--- config.mk ---
export PLATFORM = sky130hd
export DESIGN_NAME = seg_display_mux
export DESIGN_NICKNAME = d
export VERILOG_FILES = /design/src/rtl/seg_display_mux.sv
export SDC_FILE = /design/constraint.sdc
export NUM_CORES = 1
export LEC_CHECK = 0
export ABC_AREA = 1
export CAP_MARGIN = 25
export CELL_PAD_IN_SITES_DETAIL_PLACEMENT = 0
export CELL_PAD_IN_SITES_GLOBAL_PLACEMENT = 1
export CORE_MARGIN = 1
export CORE_UTILIZATION = 40
export DETAILED_ROUTE_END_ITERATION = 16
export PLACE_DENSITY_LB_ADDON = 0.25
export SYNTH_ARGS = -nofsm -noshare
export SYNTH_HDL_FRONTEND = slang
export SYNTH_SLANG_ARGS = --single-unit
export TNS_END_PERCENT = 100
--- constraint.sdc ---
create_clock -name clk -period 4.2 [get_ports clk]
set_input_delay 0.84 -clock clk [delete_from_list [all_inputs] [get_ports clk]]
set_output_delay 0.84 -clock clk [all_outputs]
set_load 0.01 [all_outputs]
--- src/rtl/seg_display_mux.sv ---
// seg_display_mux: time-multiplexed N-digit hex seven-segment driver with
// shadow capture, anti-ghosting guard, leading-zero blanking and decimal points.
module seg_display_mux #(
  parameter int DIGITS         = 4,
  parameter int REFRESH_DIV    = 16,
  parameter int GUARD          = 1,
  parameter bit ACTIVE_LOW_SEG = 1,
  parameter bit ACTIVE_LOW_AN  = 1
) (
  input  logic                  clk,
  input  logic                  n_reset,
  input  logic [4*DIGITS-1:0]   value,
  input  logic                  load,
  input  logic                  blank_lz,
  input  logic [DIGITS-1:0]     dp_in,
  output logic [6:0]            seg,
  output logic                  dp,
  output logic [DIGITS-1:0]     an
);
  localparam int IW = DIGITS > 1 ? $clog2(DIGITS) : 1;
  localparam logic [15:0][6:0] SEG_LUT = {
    7'h71, 7'h79, 7'h5E, 7'h39, 7'h7C, 7'h77, 7'h6F, 7'h7F,
    7'h07, 7'h7D, 7'h6D, 7'h66, 7'h4F, 7'h5B, 7'h06, 7'h3F
  };
  localparam logic [6:0]        SEG_OFF = ACTIVE_LOW_SEG ? 7'h7F : 7'h00;
  localparam logic              DP_OFF  = ACTIVE_LOW_SEG;
  localparam logic [DIGITS-1:0] AN_OFF  = ACTIVE_LOW_AN ? {DIGITS{1'b1}} : {DIGITS{1'b0}};

  logic [4*DIGITS-1:0]   val_q, val_d;
  logic [DIGITS-1:0]     dps_q, dps_d;
  logic [REFRESH_DIV-1:0] cnt_q, cnt_d;
  logic [IW-1:0]         idx_q, idx_d;
  logic [6:0]            seg_q, seg_d;
  logic                  dp_q, dp_d;
  logic [DIGITS-1:0]     an_q, an_d;
  logic [DIGITS-1:0]     lz, an_l;
  logic [3:0]            nib;
  logic [6:0]            pat;
  logic                  zrun, dpb, bl;

  always_comb begin
    val_d = load ? value : val_q;
    dps_d = load ? dp_in : dps_q;
    cnt_d = cnt_q + REFRESH_DIV'(1);
    idx_d = &cnt_q ? (idx_q == IW'(DIGITS - 1) ? '0 : idx_q + IW'(1)) : idx_q;
    zrun  = 1'b1;
    lz    = '0;
    nib   = '0;
    dpb   = 1'b0;
    bl    = 1'b0;
    // lz[i]: every nibble and dp bit from i up to the top digit is clear
    for (int i = DIGITS - 1; i >= 0; i--) begin
      zrun  = zrun & (val_q[4*i +: 4] == 4'h0) & ~dps_q[i];
      lz[i] = zrun;
    end
    for (int i = 0; i < DIGITS; i++) begin
      if (idx_q == IW'(i)) begin
        nib = val_q[4*i +: 4];
        dpb = dps_q[i];
        bl  = blank_lz && i != 0 && lz[i];
      end
    end
    pat   = bl ? 7'h00 : SEG_LUT[nib];
    an_l  = (GUARD != 0 && cnt_q < REFRESH_DIV'(GUARD)) ? '0 : DIGITS'(1) << idx_q;
    seg_d = ACTIVE_LOW_SEG ? ~pat : pat;
    dp_d  = (dpb && !bl) ^ ACTIVE_LOW_SEG;
    an_d  = ACTIVE_LOW_AN ? ~an_l : an_l;
  end

  always_ff @(posedge clk) begin
    if (!n_reset) begin
      val_q <= '0;
      dps_q <= '0;
      cnt_q <= '0;
      idx_q <= '0;
      seg_q <= SEG_OFF;
      dp_q  <= DP_OFF;
      an_q  <= AN_OFF;
    end else begin
      val_q <= val_d;
      dps_q <= dps_d;
      cnt_q <= cnt_d;
      idx_q <= idx_d;
      seg_q <= seg_d;
      dp_q  <= dp_d;
      an_q  <= an_d;
    end
  end

  assign seg = seg_q;
  assign dp  = dp_q;
  assign an  = an_q;
endmodule

==> qor.txt <==
Worst setup path class = reg2reg
DRT iter0 DRCs = 80
Worst hold path depth = 2
Clock Skews = 7.05 ps
Time the final worst path needs with I/O delays and setup = 2250 ps
CTS clock-pin slew for the worst setup and hold paths = 90 ps
Max Cap Viol = 0
Final cycle utilization of the critical path = 53.7%
Clock net sink count = 50
Number of buffers created by CTS = 5
Site row count = 27
Cells on worst reg2reg path = 12
Area growth from synthesis to layout = 21.4%
PostCTS Resize Cnt = 0
Number of global-route vias before repair = 1989
Count of H-tree levels built during CTS = 2
Distinct cell type count of the synthesized netlist = 33
Maximum vdd drop = 0.167 mV
Fillers = 583
Global-route wire length before repair = 9.00 mm
# DRC = 0
Share of Yosys cell area claimed by the top area cell type = 41.3%
Post-layout nets = 400
Non-filler cells in the finished layout = 437
Net count of the mapped netlist = 366
Count of boundary I/O pins = 36
Leading post-synthesis cells by cell area = sky130_fd_sc_hd__dfxtp_1 (41%), sky130_fd_sc_hd__nand2_1 (7.9%), sky130_fd_sc_hd__nor2_1 (7.9%)
Dpl hpwl = 3.77 mm
Largest stage delay on the critical path = 380 ps
Launch instance of the worst min-delay path = cnt_q[15]$_SDFF_PN0_
Chip width = 79.9 um
Hold endpoint = cnt_q[15]$_SDFF_PN0_
Share of flip-flops with an asynchronous set or reset after synthesis = 0%
Worst setup EP type = flop
Register bit count reported by yosys = 50
Endpoint of the lowest-slack register-to-register path = seg[6]$_SDFF_PN1_
Data arrival time of the worst path = 2420 ps
Total routed wirelength = 5.13 mm
Total Neg Setup Slack = 0 ps
Cell count after placement = 429
CTS tree = done
Share of cell area taken by muxes after synthesis = 0%
Max Clock Freq = 0.444 GHz
Total of hold buffers inserted after clock tree synthesis = 0
Post-synthesis share of cell area spent on full adders, half adders and majority gates = 6.19%
Number of detailed-routing iterations run before antenna repair = 4
Avg Inst Size Synth = 7.35 sq um
Run status = completed
Pin count of the biggest net entering global routing = 27
Via count of the routed design = 2129
Final setup violation count = 0
Critical Path Fanout Max = 9
Unrepaired setup endpoints after global routing = no
Required time of the critical path = 4370 ps
Worst R2R Start = idx_q[0]$_SDFFE_PN0P_
Area of the die = 6380 sq um
Number of antenna violations at the first check in global routing = 0
WL/cell = 11.7 um
Number of hold violations in the final report = 0
Dominant cell type by area after synthesis = sky130_fd_sc_hd__dfxtp_1
Antenna-violating nets left = 0
Root cell of the clock tree = sky130_fd_sc_hd__clkbuf_8
Class of the worst hold path = reg2reg
Total track usage = 18.1%
Startpoint type of the worst setup path = flop
Post-Synth XOR/XNOR Area = 0.722%
Number of flops mapped to enable cells by yosys = 0
Post-layout util = 51.9%
Cell types with the highest counts after synthesis = sky130_fd_sc_hd__nand2_1 (51), sky130_fd_sc_hd__nor2_1 (51), sky130_fd_sc_hd__dfxtp_1 (50)
Post-CTS Setup Repair Bufs = 0
Later-pin clock latency in the skew report = 300 ps
Count of mapped cells out of synthesis = 330
Number of I/O port buffers = 35
Worst relative slew slack = 56.1%
Worst Setup SP = idx_q[0]$_SDFFE_PN0P_
Worst-path cell with the longest stage delay = sky130_fd_sc_hd__ha_1
Register-to-register setup slack = 1950 ps
Most used flip-flop cell after synthesis = sky130_fd_sc_hd__dfxtp_1
Max-slew violations = 0
Share of post-route cells with drive strength above 1 = 7.67%
GRT Residual Overflow = 0
Synth warn = 0
Post-synth design cell area = 2420 sq um
Fraction of the mapped netlist area in compound gates = 12.1%
Via count normalized by instance count = 4.87
Antenna diode instance count = 0
Effective utilization at floorplan = 42.7%
Sequential cell area fraction in the yosys report = 41.3%
Power density relative to cell area = 333 nW/um^2
Cells traversed along the worst timing path = inv_1, ha_1, inv_1, nand3_1, nand2_1, o21ai_1, inv_1, ha_1, nand3_1, nand2_1, nand2_1, nand3_1
Maximum clock path buffer count = 2
Die Height = 79.9 um
Core area = 5680 sq um
Combinational family with the most area after synthesis = simple AND/OR/NAND/NOR gates
Slew at the pin with the worst max-slew slack = 657 ps
Leakage Power = 0.00119 uW
Basic-gate share of the synthesized area counting and, or, nand and nor cells = 32.4%
Weighted congestion reported at the end of routability-driven placement = 0.859
sequential cells by signal, indices dropped and copies added (netlist names):
| name | flops |
|---|---|
| seg | 7 |
| idx_q | 2 |
| an | 4 |
| cnt_q | 16 |
| dp | 1 |
| val_q | 16 |
| dps_q | 4 |
power breakdown:
part | switching (uW) | internal, uW
Combinational | 63.1 | 60.9
Sequential | 12.4 | 498
Clock | 166 | 179
worst max path at each step:
stage / endpoint / slack (ps) / depth (start not counted)
floorplan: seg[5]$_SDFF_PN1_ / 2350 / 12
global placement: cnt_q[13]$_SDFF_PN0_ / 1650 / 3
detailed placement: cnt_q[13]$_SDFF_PN0_ / 1620 / 3
CTS: seg[5]$_SDFF_PN1_ / 1920 / 12
global route: seg[5]$_SDFF_PN1_ / 1630 / 12
finish: seg[6]$_SDFF_PN1_ / 1950 / 12
layer usage:
metal,share of wire (%),GRT usage [%],vias to the layer above
li1,-,-,1150
met1,49,23.2,939
met2,45,29.2,35
met3,4.7,5.83,5
met4,0.84,4.29,0
met5,0,0,-
area by class of cell:
| cell class | instances | area [sq um] | share of cell area, % |
|---|---|---|---|
| multi-input combinational | 235 | 1250 | 42.3 |
| sequential | 50 | 1000 | 34.0 |
| timing repair buffer | 36 | 358 | 12.2 |
| inverter | 36 | 135 | 4.59 |
| tap | 72 | 90.1 | 3.06 |
| clock buffer | 5 | 68.8 | 2.34 |
| clock inverter | 3 | 43.8 | 1.49 |
worst max-delay path: cells and delay by family, from the launching register on:
family | cells | cell delay (ps)
AO/OA/AOI/OAI | 1 | 250
adder cells (fa/ha/maj) | 2 | 610
buffers and inverters | 3 | 420
flip-flops | 1 | 360
AND/OR/NAND/NOR | 6 | 480
stage by stage:
stage                     setup slack, ps  total power [uW]  hold WS (ps)  cell area, sq um
after floorplan                      2350               590           430              2420
after global placement               1650               645           446              2830
after detailed placement             1620               647           453              2830
after CTS                            1920               991           468              2940
after global routing                 1630              1030           503              2940
final                                1950               979           464              2940
cell families after synthesis:
logic type,after synthesis
buf+inv,45
xor+xnor,2
flops,50
fa+ha+maj,12
compound gates,54
simple gates,167
layout by cell type (no fill, tap or decap), drive strengths merged:
cell           count
nand2             59
nor2              54
a21boi             1
nand4              6
nand3b             2
dfxtp             50
a21oi             23
clkdlybuf4s50     35
nor3              14
clkinv             2
o221ai             1
a31oi              1
inv               36
xnor2              2
clkbuf             5
nand3             30
ha                12
and3               1
bufinv             1
o21ai             28
nor4               1
buf                1
(Power assumes the default switching activity.)
